**config.mk**
```make
export PLATFORM = sky130hd
export DESIGN_NAME = ifu_prefetch
export DESIGN_NICKNAME = d
export VERILOG_FILES = /design/src/rtl/ifu_pkg.sv /design/src/rtl/ifu_fifo.sv /design/src/rtl/ifu_prefetch.sv
export SDC_FILE = /design/constraint.sdc
export NUM_CORES = 1
export LEC_CHECK = 0
export ABC_AREA = 1
export CAP_MARGIN = 20
export CORE_UTILIZATION = 42
export DETAILED_ROUTE_END_ITERATION = 6
export MAX_ROUTING_LAYER = met4
export PLACE_DENSITY_LB_ADDON = 0.12
export SYNTH_ARGS = -nofsm -noshare
export SYNTH_HDL_FRONTEND = slang
export SYNTH_SLANG_ARGS = --single-unit
```
**constraint.sdc**
```tcl
create_clock -name clk -period 4.6 [get_ports clk]
set_input_delay 0.92 -clock clk [delete_from_list [all_inputs] [get_ports clk]]
set_output_delay 0.92 -clock clk [all_outputs]
set_load 0.01 [all_outputs]
```
**src/rtl/ifu_pkg.sv**
```systemverilog
// Shared types and defaults for the instruction-fetch unit.
package ifu_pkg;

  localparam int unsigned DEFAULT_ILEN     = 32;
  localparam logic [63:0] DEFAULT_RESET_PC = 64'h8000_0000;

  typedef enum logic [1:0] {BOOT, RUN, HALT} ifu_state_e;

  typedef struct packed {
    logic [63:0]             pc;
    logic [DEFAULT_ILEN-1:0] inst;
    logic                    err;
  } ifu_entry_t;

endpackage

```
**src/rtl/ifu_fifo.sv**
```systemverilog
// Synchronous DEPTH-entry FIFO with flush, occupancy count and wrap-around pointers.
module ifu_fifo
  import ifu_pkg::*;
#(
  parameter int unsigned DEPTH = 4,
  parameter type entry_t = ifu_entry_t,
  localparam int unsigned CW = $clog2(DEPTH + 1),
  localparam int unsigned AW = $clog2(DEPTH)
) (
  input  logic          clk,
  input  logic          rst,
  input  logic          flush,
  input  logic          push,
  input  entry_t        push_data,
  input  logic          pop,
  output entry_t        head,
  output logic [CW-1:0] count
);

  entry_t        mem [DEPTH];
  logic [AW-1:0] wr_ptr, rd_ptr;

  assign head = mem[rd_ptr];

  // Storage is cleared on reset so the head reads as zero out of reset.
  always_ff @(posedge clk or negedge rst) begin
    if (!rst) begin
      wr_ptr <= '0;
      rd_ptr <= '0;
      count  <= '0;
      for (int i = 0; i < DEPTH; i++) mem[i] <= '0;
    end else if (flush) begin
      wr_ptr <= '0;
      rd_ptr <= '0;
      count  <= '0;
    end else begin
      if (push) begin
        mem[wr_ptr] <= push_data;
        wr_ptr      <= wr_ptr + AW'(1);
      end
      if (pop) rd_ptr <= rd_ptr + AW'(1);
      count <= count + CW'(push) - CW'(pop);
    end
  end

endmodule

```
**src/rtl/ifu_prefetch.sv**
```systemverilog
// Instruction-fetch unit: keeps up to DEPTH fetches in flight or buffered,
// flushes on redirect and discards responses belonging to the old stream.
module ifu_prefetch
  import ifu_pkg::*;
#(
  parameter int unsigned XLEN = 64,
  parameter int unsigned ILEN = DEFAULT_ILEN,
  parameter int unsigned DEPTH = 4,
  parameter logic [XLEN-1:0] RESET_PC = XLEN'(DEFAULT_RESET_PC),
  localparam int unsigned CW = $clog2(DEPTH + 1)
) (
  input  logic            clk,
  input  logic            rst,
  input  logic            redirect_valid,
  input  logic [XLEN-1:0] redirect_pc,
  output logic            imem_req_valid,
  input  logic            imem_req_ready,
  output logic [XLEN-1:0] imem_req_addr,
  input  logic            imem_rsp_valid,
  input  logic [ILEN-1:0] imem_rsp_data,
  input  logic            imem_rsp_err,
  output logic            out_valid,
  input  logic            out_ready,
  output logic [ILEN-1:0] out_inst,
  output logic [XLEN-1:0] out_pc,
  output logic            out_err,
  output logic [CW-1:0]   occupancy
);

  typedef struct packed {
    logic [XLEN-1:0] pc;
    logic [ILEN-1:0] inst;
    logic            err;
  } entry_t;

  ifu_state_e      state_q, state_d;
  logic [XLEN-1:0] fetch_pc_q, fetch_pc_d;
  logic [XLEN-1:0] rsp_pc_q, rsp_pc_d;
  logic [CW-1:0]   outstanding_q, outstanding_d;
  logic [CW-1:0]   drop_cnt_q, drop_cnt_d;
  logic [CW:0]     credits_used;
  logic [XLEN-1:0] redirect_base;
  logic            req_fire, dropping, push, pop;
  entry_t          push_entry, head;
  logic            unused_redirect_lsb;

  // Credits cover both in-flight requests and buffered entries, so the queue never overflows.
  assign credits_used   = {1'b0, outstanding_q} + {1'b0, occupancy};
  assign imem_req_valid = (state_q == RUN) && (credits_used < (CW + 1)'(DEPTH));
  assign imem_req_addr  = fetch_pc_q;
  assign req_fire       = imem_req_valid && imem_req_ready;

  assign dropping   = (drop_cnt_q != '0);
  assign push       = imem_rsp_valid && !dropping && !redirect_valid;
  assign pop        = out_valid && out_ready;
  assign push_entry = '{pc: rsp_pc_q, inst: imem_rsp_data, err: imem_rsp_err};

  assign redirect_base       = {redirect_pc[XLEN-1:2], 2'b00};
  assign unused_redirect_lsb = ^redirect_pc[1:0];

  ifu_fifo #(
    .DEPTH   (DEPTH),
    .entry_t (entry_t)
  ) u_fifo (
    .clk       (clk),
    .rst       (rst),
    .flush     (redirect_valid),
    .push      (push),
    .push_data (push_entry),
    .pop       (pop),
    .head      (head),
    .count     (occupancy)
  );

  assign out_valid = (occupancy != '0);
  assign out_inst  = head.inst;
  assign out_pc    = head.pc;
  assign out_err   = head.err;

  always_comb begin
    state_d       = state_q;
    fetch_pc_d    = req_fire ? fetch_pc_q + XLEN'(4) : fetch_pc_q;
    rsp_pc_d      = push ? rsp_pc_q + XLEN'(4) : rsp_pc_q;
    outstanding_d = outstanding_q + CW'(req_fire) - CW'(imem_rsp_valid);
    drop_cnt_d    = (imem_rsp_valid && dropping) ? drop_cnt_q - CW'(1) : drop_cnt_q;

    unique case (state_q)
      BOOT:    state_d = RUN;
      RUN:     if (push && imem_rsp_err) state_d = HALT;
      HALT:    state_d = HALT;
      default: state_d = BOOT;
    endcase

    // Everything still owed by memory after this edge belongs to the old stream.
    if (redirect_valid) begin
      state_d    = RUN;
      fetch_pc_d = redirect_base;
      rsp_pc_d   = redirect_base;
      drop_cnt_d = outstanding_d;
    end
  end

  always_ff @(posedge clk or negedge rst) begin
    if (!rst) begin
      state_q       <= BOOT;
      fetch_pc_q    <= RESET_PC;
      rsp_pc_q      <= RESET_PC;
      outstanding_q <= '0;
      drop_cnt_q    <= '0;
    end else begin
      state_q       <= state_d;
      fetch_pc_q    <= fetch_pc_d;
      rsp_pc_q      <= rsp_pc_d;
      outstanding_q <= outstanding_d;
      drop_cnt_q    <= drop_cnt_d;
    end
  end

endmodule

```
== Word level (Yosys, flattened, before mapping) ==
Cells that the tools add are included.
Word-level totals
  register bits after elaboration: 531
  input bits: 103
  output and inout bits: 166
  logic and storage cells: 78
Operators by class
  $add $sub $neg: 10
  order comparisons: 4
  equal/unequal tests: 3
  mux-type cells: 20
  bitwise operators: 3
  reductions and logical operators: 18
Operators with widths (count)
  bitwise mux 388 bit: 1
  two-way mux 97 bit: 3
  two-way mux 64 bit: 4
  binary-select mux 97 bit (select 2 bit): 1
  demux 97 bit (select 2 bit): 1
  adder 64 x 3 -> 64 bit (second input constant): 2
  two-way mux 2 bit: 6
  two-way mux 3 bit: 3
  logical AND 1 bit: 8
  nonzero test 2 bit: 4
  adder 3 x 1 -> 3 bit: 2
  >= comparator 3 bit (second input constant): 2
  inverter 2 -> 3 bit: 2
  one-hot mux 2 bit (3 select lines): 1
  nonzero test 3 bit: 2
  subtractor 3 x 1 -> 3 bit: 2
  adder 2 x 1 -> 2 bit (second input constant): 2
  adder 3 x 3 -> 4 bit: 1
  < comparator 4 x 3 -> 1 bit (second input constant): 1
  < comparator 3 x 1 -> 1 bit (second input constant): 1
  inequality test 3 x 2 -> 1 bit (second input constant): 1
  subtractor 3 x 1 -> 3 bit (second input constant): 1
  equality test 2 x 1 -> 1 bit (second input constant): 1
  equality test 2 bit (second input constant): 1
  other kinds (4): 5

== Longest topological paths before layout ==
Gate-level depths: netlist (run 1).
  depth after elaboration: 8
  gate-level depth with buffers: 12
  gate-level depth less buffers: 12

== By module ==
A second synthesis (run 1) with hierarchy kept.
Unflattened totals
  cells, all modules: 3744
  area total of the unflattened synthesis: 28177.0 um^2
By module, submodules not included
  ifu_fifo: instances 1, cells an instance 2137, area each 18051.1 um^2, seq. area each 9884.5 um^2
  ifu_prefetch: instances 1, cells an instance 1607, area each 10126.0 um^2, seq. area each 3305.7 um^2

== Worst setup path before layout (run 1) ==
OpenSTA, ideal clock, no wires.
  kind: input to register
  start: input port redirect_valid
  end: register u_fifo.count[2]
  setup time: 0.124 ns
  arrival time: 2.451 ns
  required time: 4.476 ns
  setup slack: 2.024 ns
  stages: 9
  path buffers: 3
  cell sequence: buf_2 nor2_4 buf_4 buf_2 ha_1 inv_1 fa_1 o21ai_0 a21oi_1
Between the ends
  word-level cells in the longest chain between the ends: 5
Ends and longest elaborated chain
  start, declared: RTL line ifu_prefetch.sv:14  | input logic redirect_valid,
  zero test 1 bit: RTL line ifu_prefetch.sv:54  | assign push = imem_rsp_valid && !dropping && !redirect_valid;
  logical AND 1 bit: RTL line ifu_prefetch.sv:54
  adder 3 x 1 -> 3 bit: RTL line ifu_fifo.sv:42  | count <= count + CW'(push) - CW'(pop);
  subtractor 3 x 1 -> 3 bit: RTL line ifu_fifo.sv:42
  two-way mux 3 bit *: RTL line ifu_fifo.sv:32  | end else if (flush) begin
  end signal, assigned: RTL line ifu_fifo.sv:42
  end, declared: RTL line ifu_fifo.sv:17  | output logic [CW-1:0] count
Mark *: on every way between the ends. The rest lies on a longest branch, timed or not.
A chain may end at the register's enable or synchronous reset.

== Worst setup path after layout (run 1) ==
  start: register u_fifo.rd_ptr[0]
  end: output port out_inst[13]
Between the ends
  word-level cells in the longest chain between the ends: 4
Ends and longest elaborated chain
  start, declared: RTL line ifu_fifo.sv:21  | logic [AW-1:0] wr_ptr, rd_ptr;
  start signal, assigned: RTL line ifu_fifo.sv:41  | if (pop) rd_ptr <= rd_ptr + AW'(1);
  inverter 2 -> 3 bit (implied by the code): RTL line ifu_fifo.sv:23  | assign head = mem[rd_ptr];
  binary-select mux 97 bit (select 2 bit): RTL line ifu_fifo.sv:23
  two-way mux 97 bit (implied by the code) (2 in series): RTL line ifu_fifo.sv:23
  end, declared: RTL line ifu_prefetch.sv:24  | output logic [ILEN-1:0] out_inst,
Every way passes these cells. The select of a mux whose other input is x is not followed.

==> results.sh, run 1 <==
export IMPL_die_width_um=252
export IMPL_yosysWarningCount=0
export IMPL_timing_critical_path_required_ns=3.68
export IMPL_initial_core_util=0.426
export IMPL_timing_final_crit_period_ns=3.99
export IMPL_largest_net_degree_at_the_start_of_global_routing=129
export IMPL_place_congestion=0.977
export IMPL_synth_seq_area_share=0.493
export IMPL_drtIter0Drc=2220
export IMPL_clock_sinks=519
export IMPL_p_total_mw=17.1
export IMPL_min_delay_path_class="primary input to async pin"
export IMPL_slowest_stage_cell_crit_path="sky130_fd_sc_hd__clkdlybuf4s50_1"
export IMPL_wire_length_of_the_first_global_routing_pass_um=133000
export IMPL_finalNetCount=3733
export IMPL_worstSetupStartpointType="register"
export IMPL_clock_path_buffers=3
export IMPL_power_density_nw_per_um2=539
export IMPL_ctsRootBufferMaster="sky130_fd_sc_hd__clkbuf_16"
export IMPL_boundaryPins=269
export IMPL_status="completed"
export IMPL_track_usage=0.276
export IMPL_design_die_area_um2=63700
export IMPL_postLayoutCoreUtil=0.512
export IMPL_setup_worst_path_class="register to output pin"
export IMPL_tritoncts_num_buffers=57
export IMPL_place_ws_ns=1.02
export IMPL_path_depth=5
export IMPL_first_pass_iters=5
export IMPL_fillers=5948
export IMPL_placementRows=91
export IMPL_fmaxAchievable_ghz=0.251
export IMPL_antenna_diode_count=0
export IMPL_io_buffers=262
export IMPL_timing_critical_path_buf_inv=3
export IMPL_count_of_cell_types_in_the_netlist=41
export IMPL_cts_tree="yes"
export IMPL_grt_setup_unrepaired="no"
export IMPL_setup_viol=0
export IMPL_core_region_area_um2=61800
export IMPL_post_cts_setup_buffer_count=0
export IMPL_vias_in_the_first_global_route=22951
export IMPL_ys_ff_latch=519
export IMPL_synth_edf_count=0
export IMPL_leakagePower_nw=14.3
export IMPL_drt_total_wl_um=86100
export IMPL_avgViaCountPerCell=5.40
export IMPL_place_hpwl_um=59100
export IMPL_global_route_usage_met3=0.0391
export IMPL_worst_ir_drop_vdd_v=0.000326
export IMPL_routed_via_count=24270
export IMPL_final_period_utilization=0.867
export IMPL_cpPeakStageDelay_ns=0.59
export IMPL_synth_area_per_cell_um2=7.67
export IMPL_antenna_found_initial=0
export IMPL_actual_slew_at_the_worst_max_slew_pin_ns=0.889
export IMPL_wl_per_cell_um=19.2
export IMPL_fin_worst_hold_slack_ns=0.335
export IMPL_synthArstFlopShare=1.00
export IMPL_synthToLayoutAreaGrowth_pct=20.2
export IMPL_crit_path_cell_trace="inv_4, buf_4, o21ai_0, o22ai_1, clkdlybuf4s50_1"
export IMPL_arrival_ns=3.07
export IMPL_global_route_usage_met1=0.373
export IMPL_hold_violations=0
export IMPL_number_of_levels_in_the_clock_h_tree=2
export IMPL_busiest_layer="met2"
export IMPL_endpoint_kind="output pin"
export IMPL_skew_ns=0.0176
export IMPL_clkSlewWorstSetupHoldPaths_ns=0.06
export IMPL_syn_inst=3435
export IMPL_layout_drive_gt1_share=0.0604
export IMPL_syn_cell_area_um2=26400
export IMPL_cpLargestDelayFamily="buffers and inverters"
export IMPL_dieHeight_um=252
export IMPL_top_reg_cell_synth="sky130_fd_sc_hd__dfrtp_1"
export IMPL_global_route_usage_met2=0.432
export IMPL_post_cts_hold_buffer_count=0
export IMPL_clock_latency_ns=0.63
export IMPL_r2r_cells=9
export IMPL_crit_path_max_fanout=42
export IMPL_maxSlewHeadroom=0.407
export IMPL_cap_violations=0
export IMPL_ant_nets=0
export IMPL_slew_viol_final=0
export IMPL_finalWorstSetupSlack_ns=0.612
export IMPL_remaining_drc_errors=0
export IMPL_setup_tns_final_ns=0
export IMPL_post_cts_resized=0
export IMPL_grt_ovfl_total=0
[state kept, by name, summed over array words and instances, names as in the netlist]
| signal | flops |
|---|---|
| u_fifo.count | 3 |
| outstanding_q | 3 |
| u_fifo.rd_ptr | 2 |
| drop_cnt_q | 3 |
| imem_req_addr | 62 |
| rsp_pc_q | 62 |
| state_q | 2 |
| u_fifo.mem | 380 |
| u_fifo.wr_ptr | 2 |
[per-stage QoR]
| step | area [um2] | cells |
|---|---|---|
| after floorplan | 26400 | 3438 |
| final | 31700 | 4495 |
| after detailed placement | 29700 | 4390 |
| after global placement | 29700 | 4390 |
| after CTS | 31700 | 4495 |
| after global routing | 31700 | 4495 |
[synth_stat cells (4+ instances only)]
cell	n	area share
sky130_fd_sc_hd__nand3_2	6	0.0023
sky130_fd_sc_hd__o21ai_0	636	0.12
sky130_fd_sc_hd__xnor2_1	10	0.0033
sky130_fd_sc_hd__inv_2	19	0.0027
sky130_fd_sc_hd__o221ai_1	4	0.0013
sky130_fd_sc_hd__nand2_4	6	0.0026
sky130_fd_sc_hd__o21ai_1	29	0.0055
sky130_fd_sc_hd__nor3_2	8	0.0030
sky130_fd_sc_hd__dfrtp_1	517	0.49
sky130_fd_sc_hd__nand4_1	27	0.0064
sky130_fd_sc_hd__clkbuf_1	103	0.015
sky130_fd_sc_hd__o21bai_1	7	0.0020
sky130_fd_sc_hd__buf_2	60	0.011
sky130_fd_sc_hd__nor3_1	19	0.0036
sky130_fd_sc_hd__nand3_1	169	0.032
sky130_fd_sc_hd__o22ai_1	95	0.023
sky130_fd_sc_hd__buf_4	6	0.0017
sky130_fd_sc_hd__buf_1	9	0.0013
sky130_fd_sc_hd__nor2_1	376	0.054
sky130_fd_sc_hd__nand2_2	8	0.0019
sky130_fd_sc_hd__xor2_1	20	0.0066
sky130_fd_sc_hd__a21oi_1	31	0.0059
sky130_fd_sc_hd__nor2_2	24	0.0057
sky130_fd_sc_hd__nor2_4	14	0.0060
sky130_fd_sc_hd__ha_1	16	0.0076
sky130_fd_sc_hd__inv_1	256	0.036
sky130_fd_sc_hd__o211ai_1	27	0.0077
sky130_fd_sc_hd__nand2_1	907	0.13
sky130_fd_sc_hd__a31oi_1	5	0.0012
[kinds of logic (layout without fill, tap and decap cells)]
| group | count (synthesis) | count (layout) | synth area share |
|---|---|---|---|
| AO/OA/AOI/OAI | 835 | 835 | 0.167 |
| XOR/XNOR | 30 | 30 | 0.00997 |
| adder cells (fa/ha/maj) | 18 | 18 | 0.00912 |
| buffers and inverters | 456 | 676 | 0.0695 |
| flip-flops | 519 | 519 | 0.493 |
| other | 1 | 4 | 0.000142 |
| AND/OR/NAND/NOR | 1576 | 1576 | 0.251 |
[worst paths after layout]
kind	start	endpoint	slack (ns)
setup / recovery	u_fifo.rd_ptr[0]	out_inst[13]	0.61
hold / removal	rst	u_fifo.mem[221]	0.34
setup reg to reg	drop_cnt_q[0]	u_fifo.mem[327]	1.83
hold reg to reg	u_fifo.mem[106]	u_fifo.mem[106]	0.48
max in group asynchronous	rst	u_fifo.mem[273]	3.17
min in group clk	u_fifo.mem[106]	u_fifo.mem[106]	0.48
[area by class of cell]
| cell class | instances | area, um2 | share of cell area |
|---|---|---|---|
| sequential | 519 | 13000 | 0.410 |
| clock buffer | 89 | 1700 | 0.0536 |
| timing repair buffer | 296 | 3070 | 0.0968 |
| clock inverter | 16 | 245 | 0.00775 |
| multi-input combinational | 2463 | 11600 | 0.366 |
| inverter | 275 | 1030 | 0.0327 |
| tap | 837 | 1050 | 0.0331 |
[metal layers]
layer,part of all wire,vias to the layer above
met3,0.059,132
met4,0.027,0
met2,0.47,820
met5,0,-
met1,0.45,11731
li1,-,11587
[power breakdown]
| group | internal, mW | switching [mW] |
|---|---|---|
| clock network | 2.82 | 1.93 |
| registers | 5.61 | 0.830 |
| logic | 2.56 | 3.31 |
| total | 11.0 | 6.07 |
[layout by cell type, fill, tap and decap left out, types with 29 or more instances in the layout]
cell type | synthesis | layout
sky130_fd_sc_hd__nand2_1 | 907 | 907
sky130_fd_sc_hd__o21ai_0 | 636 | 636
sky130_fd_sc_hd__dfrtp_1 | 517 | 515
sky130_fd_sc_hd__nor2_1 | 376 | 376
sky130_fd_sc_hd__clkdlybuf4s50_1 | 0 | 260
sky130_fd_sc_hd__inv_1 | 256 | 254
sky130_fd_sc_hd__nand3_1 | 169 | 169
sky130_fd_sc_hd__o22ai_1 | 95 | 95
sky130_fd_sc_hd__clkbuf_16 | 0 | 58
sky130_fd_sc_hd__a21oi_1 | 31 | 31
sky130_fd_sc_hd__o21ai_1 | 29 | 29
No activity file was read; power rests on OpenSTA's default activity.
==> run 2: changes to the inputs <==
- PLACE_DENSITY_LB_ADDON: 0.12 -> unset
==> results.sh, run 2 (same netlist as run 1, synthesis figures left out) <==
export IMPL_status="completed"
export IMPL_worstSetupStartpointType="register"
export IMPL_actual_slew_at_the_worst_max_slew_pin_ns=0.924
export IMPL_power_density_nw_per_um2=538
export IMPL_io_buffers=262
export IMPL_place_ws_ns=1.18
export IMPL_most_frequent_standard_cell_in_the_layout_excluding_fill_and_tap_cells="sky130_fd_sc_hd__nand2_1"
export IMPL_skew_ns=0.0212
export IMPL_place_area_um2=29700
export IMPL_cpLargestDelayFamily="buffers and inverters"
export IMPL_wl_per_cell_um=18.6
export IMPL_post_cts_hold_buffer_count=0
export IMPL_stdcell_area_um2=31600
export IMPL_largest_register="u_fifo.mem"
export IMPL_sequential_cell_area_um2=13000
export IMPL_routed_via_count=23818
export IMPL_place_congestion=0.970
export IMPL_vias_in_the_first_global_route=22671
export IMPL_clock_latency_ns=0.64
export IMPL_fmaxAchievable_ghz=0.246
export IMPL_ctsRootBufferMaster="sky130_fd_sc_hd__clkbuf_16"
export IMPL_endpoint_kind="output pin"
export IMPL_dieHeight_um=252
export IMPL_fin_worst_hold_slack_ns=0.348
export IMPL_setup_viol=0
export IMPL_timing_final_crit_period_ns=4.06
export IMPL_track_usage=0.271
export IMPL_worst_ir_drop_vdd_v=0.000313
export IMPL_clock_path_buffers=3
export IMPL_timing_critical_path_required_ns=3.68
export IMPL_slowest_stage_cell_crit_path="sky130_fd_sc_hd__dfrtp_4"
export IMPL_tritoncts_num_buffers=57
export IMPL_postLayoutCoreUtil=0.512
export IMPL_crit_path_max_fanout=68
export IMPL_fillers=6098
export IMPL_post_cts_resized=0
export IMPL_antenna_found_initial=0
export IMPL_clock_sinks=519
export IMPL_clkSlewWorstSetupHoldPaths_ns=0.06
export IMPL_layout_drive_gt1_share=0.0626
export IMPL_leakagePower_nw=14.3
export IMPL_setup_worst_path_class="register to output pin"
export IMPL_die_width_um=252
export IMPL_timing_critical_path_buf_inv=3
export IMPL_boundaryPins=269
export IMPL_multi_input_area_um2=11600
export IMPL_number_of_levels_in_the_clock_h_tree=2
export IMPL_initial_core_util=0.426
export IMPL_maxSlewHeadroom=0.384
export IMPL_finalNetCount=3735
export IMPL_core_region_area_um2=61800
export IMPL_post_cts_setup_buffer_count=0
export IMPL_antenna_diode_count=0
export IMPL_cts_tree="yes"
export IMPL_wire_length_of_the_first_global_routing_pass_um=131000
export IMPL_remaining_drc_errors=0
export IMPL_cap_violations=0
export IMPL_largest_reg_flops=380
export IMPL_arrival_ns=3.14
export IMPL_drt_total_wl_um=83800
export IMPL_synthToLayoutAreaGrowth_pct=20.1
export IMPL_crit_path_cell_trace="inv_6, buf_4, o21ai_0, o22ai_1, clkdlybuf4s50_1"
export IMPL_grt_setup_unrepaired="no"
export IMPL_hold_violations=0
export IMPL_ant_nets=0
export IMPL_avgViaCountPerCell=5.30
export IMPL_drtIter0Drc=2086
export IMPL_slew_viol_final=0
export IMPL_setup_tns_final_ns=0
export IMPL_min_delay_path_class="primary input to async pin"
export IMPL_layout_common_cells="907 x sky130_fd_sc_hd__nand2_1, 636 x sky130_fd_sc_hd__o21ai_0, 515 x sky130_fd_sc_hd__dfrtp_1"
export IMPL_design_die_area_um2=63700
export IMPL_final_period_utilization=0.883
export IMPL_placementRows=91
export IMPL_place_hpwl_um=56700
export IMPL_largest_net_degree_at_the_start_of_global_routing=191
export IMPL_grt_ovfl_total=0
export IMPL_first_pass_iters=5
export IMPL_finalWorstSetupSlack_ns=0.540
export IMPL_cpPeakStageDelay_ns=0.66
-- run 2: cell types whose count changed in the layout (fill, tap and decap cells not counted) --
cell                         before  now
sky130_fd_sc_hd__inv_4            1    0
sky130_fd_sc_hd__clkbuf_8        13   12
sky130_fd_sc_hd__inv_6            2    1
sky130_fd_sc_hd__clkinvlp_4       1    2
sky130_fd_sc_hd__clkinv_2         5   13
sky130_fd_sc_hd__buf_4           19   23
sky130_fd_sc_hd__clkbuf_1        18   10
sky130_fd_sc_hd__buf_12          15   13
-- run 2: metrics by stage --
step                      cells  total power, mW
after floorplan            3438             9.41
after global placement     4392             12.3
after detailed placement   4392             12.4
after CTS                  4495             17.2
after global routing       4495             18.1
final                      4495             17.0
-- run 2: area by class of cell --
class / count / share of cell area
clock buffers: 80 / 0.0523
clock inverters: 23 / 0.00870
inverters: 275 / 0.0328
multi-input cells: 2463 / 0.366
flip-flops and latches: 519 / 0.411
well taps: 837 / 0.0331
repair buffers: 298 / 0.0966
-- run 2: worst paths after layout --
path | from | depth (start not counted) | slack (ns) | to
setup / recovery | u_fifo.rd_ptr[0] | 5 | 0.54 | out_pc[50]
min in group clk | u_fifo.mem[189] | 2 | 0.48 | u_fifo.mem[189]
setup reg to reg | u_fifo.count[1] | 12 | 1.98 | drop_cnt_q[2]
max in group asynchronous | rst | 2 | 3.17 | imem_req_addr[31]
hold reg to reg | u_fifo.mem[189] | 2 | 0.48 | u_fifo.mem[189]
hold / removal | rst | 1 | 0.35 | u_fifo.mem[27]
-- run 2: power breakdown --
| part | internal (mW) | switching, mW |
|---|---|---|
| Clock | 2.78 | 1.95 |
| Sequential | 5.61 | 0.829 |
| Combinational | 2.56 | 3.30 |
-- run 2: layer usage --
metal	routed length, um	track usage
met1	38400	0.372
met2	37900	0.414
met3	4260	0.0272
met4	3170	0.104
met5	0	-
==> run 3: changes to the inputs <==
- CORE_UTILIZATION: 42 -> 50
- PLACE_DENSITY: unset -> 0.72
==> results.sh, run 3 (same netlist as run 1, synthesis figures left out) <==
export IMPL_status="completed"
export IMPL_setup_worst_path_class="register to output pin"
export IMPL_power_switching_share=0.351
export IMPL_crit_path_max_fanout=50
export IMPL_post_cts_setup_buffer_count=0
export IMPL_busiest_layer="met2"
export IMPL_fin_worst_hold_slack_ns=0.393
export IMPL_maxSlewHeadroom=0.390
export IMPL_worst_ir_drop_vdd_v=0.000296
export IMPL_endpoint_kind="output pin"
export IMPL_setup_viol=0
export IMPL_dieHeight_um=232
export IMPL_placed_cells_incl_taps=4239
export IMPL_p_total_mw=17.1
export IMPL_finalNetCount=3738
export IMPL_number_of_levels_in_the_clock_h_tree=2
export IMPL_placementRows=83
export IMPL_power_density_nw_per_um2=542
export IMPL_largest_reg_flops=380
export IMPL_initial_core_util=0.510
export IMPL_place_hpwl_um=54100
export IMPL_hold_violations=0
export IMPL_wire_length_of_the_first_global_routing_pass_um=127000
export IMPL_grt_ovfl_total=0
export IMPL_vias_in_the_first_global_route=22611
export IMPL_net_switching_power_of_the_design_mw=5.99
export IMPL_track_usage=0.311
export IMPL_layoutNonFillerInstCount=4336
export IMPL_power_share_of_the_sequential_group=0.376
export IMPL_ant_nets=0
export IMPL_routed_via_count=24340
export IMPL_cap_violations=0
export IMPL_slew_viol_final=0
export IMPL_fillers=4765
export IMPL_largest_register="u_fifo.mem"
export IMPL_p_comb_frac=0.342
export IMPL_antenna_diode_count=0
export IMPL_grt_setup_unrepaired="no"
export IMPL_setup_tns_final_ns=0
export IMPL_worstReg2RegStart="u_fifo.count[1]"
export IMPL_drtIter0Drc=2176
export IMPL_pwr_share_clk=0.282
export IMPL_timing_final_crit_period_ns=3.98
export IMPL_clkSlewWorstSetupHoldPaths_ns=0.06
export IMPL_boundaryPins=269
export IMPL_drt_total_wl_um=80600
export IMPL_fmaxAchievable_ghz=0.251
export IMPL_min_delay_path_class="primary input to async pin"
export IMPL_global_route_usage_met1=0.432
export IMPL_skew_ns=0.0177
export IMPL_tritoncts_num_buffers=55
export IMPL_worst_setup_path_startpoint="u_fifo.rd_ptr[0]"
export IMPL_sequential_cell_area_um2=13000
export IMPL_post_cts_hold_buffer_count=0
export IMPL_layout_common_cells="907 x sky130_fd_sc_hd__nand2_1, 636 x sky130_fd_sc_hd__o21ai_0, 515 x sky130_fd_sc_hd__dfrtp_1"
export IMPL_post_cts_resized=0
export IMPL_first_pass_iters=6
export IMPL_final_period_utilization=0.865
export IMPL_global_route_usage_met2=0.461
export IMPL_clock_path_buffers=3
export IMPL_power_internal_mw=11.1
export IMPL_remaining_drc_errors=0
export IMPL_cts_tree="yes"
export IMPL_synthToLayoutAreaGrowth_pct=19.5
export IMPL_leakagePower_nw=14.3
export IMPL_die_width_um=232
export IMPL_actual_slew_at_the_worst_max_slew_pin_ns=0.915
export IMPL_avgViaCountPerCell=5.61
export IMPL_clock_sinks=519
export IMPL_io_buffers=262
export IMPL_ctsRootBufferMaster="sky130_fd_sc_hd__clkbuf_16"
export IMPL_largest_net_degree_at_the_start_of_global_routing=115
export IMPL_wl_per_cell_um=18.6
export IMPL_design_die_area_um2=53600
export IMPL_core_region_area_um2=51700
export IMPL_clock_latency_ns=0.62
export IMPL_most_frequent_standard_cell_in_the_layout_excluding_fill_and_tap_cells="sky130_fd_sc_hd__nand2_1"
export IMPL_worstSetupStartpointType="register"
export IMPL_antenna_found_initial=0
export IMPL_place_congestion=0.986
export IMPL_global_route_usage_met3=0.0328
export IMPL_postLayoutCoreUtil=0.609
export IMPL_arrival_ns=3.06
export IMPL_layout_drive_gt1_share=0.0626
export IMPL_timing_critical_path_required_ns=3.68
export IMPL_multi_input_area_um2=11600
## run 3: changes by cell type in the layout (fill, tap and decap cells not counted), sizes merged
cell,before,now
buf,38,43
bufinv,5,9
clkbuf,80,76
clkinv,15,5
clkinvlp,2,3
inv,276,278
## run 3: cell type report
cell class                      count  area share
Clock buffer                       76      0.0503
Clock inverter                     20      0.0113
Inverter                          275      0.0328
Multi-Input combinational cell   2463       0.367
Sequential cell                   519       0.413
Tap cell                          680      0.0270
Timing Repair Buffer              303      0.0986
## run 3: final timing paths
check,slack (ns),cells past startpoint,to
hold / removal,0.39,1,u_fifo.mem[124]
setup reg to reg,2.03,12,drop_cnt_q[2]
max in group asynchronous,3.16,2,u_fifo.mem[374]
min in group clk,0.48,2,u_fifo.mem[164]
hold reg to reg,0.48,2,u_fifo.mem[164]
setup / recovery,0.62,5,out_pc[42]
## run 3: critical path: stages (launching register included)
cell and delay, ns:
sky130_fd_sc_hd__dfrtp_4 0.59, sky130_fd_sc_hd__inv_4 0.45, sky130_fd_sc_hd__buf_4 0.38, sky130_fd_sc_hd__o21ai_0 0.11, sky130_fd_sc_hd__o22ai_1 0.27, sky130_fd_sc_hd__clkdlybuf4s50_1 0.61
## run 3: routing by layer
| layer | vias to the layer above | part of all wire |
|---|---|---|
| li1 | 11598 | - |
| met1 | 11603 | 0.44 |
| met2 | 947 | 0.44 |
| met3 | 192 | 0.069 |
| met4 | 0 | 0.046 |
| met5 | - | 0 |
## run 3: power by group through the flow
stage	Combinational, mW	Sequential (mW)	Clock, mW
final	5.84	6.42	4.81
after global routing	6.47	6.55	5.06
after CTS	5.85	6.39	4.88
after detailed placement	5.82	6.45	0
after global placement	5.75	6.45	0
after floorplan	3.11	6.30	0
## run 3: metrics by stage
stage	setup slack [ns]	area (um2)
3_5_place_dp	1.17	29500
3_3_place_gp	1.23	29500
4_1_cts	0.581	31500
2_1_floorplan	2.02	26400
6_report	0.622	31500
5_1_grt	0.446	31500
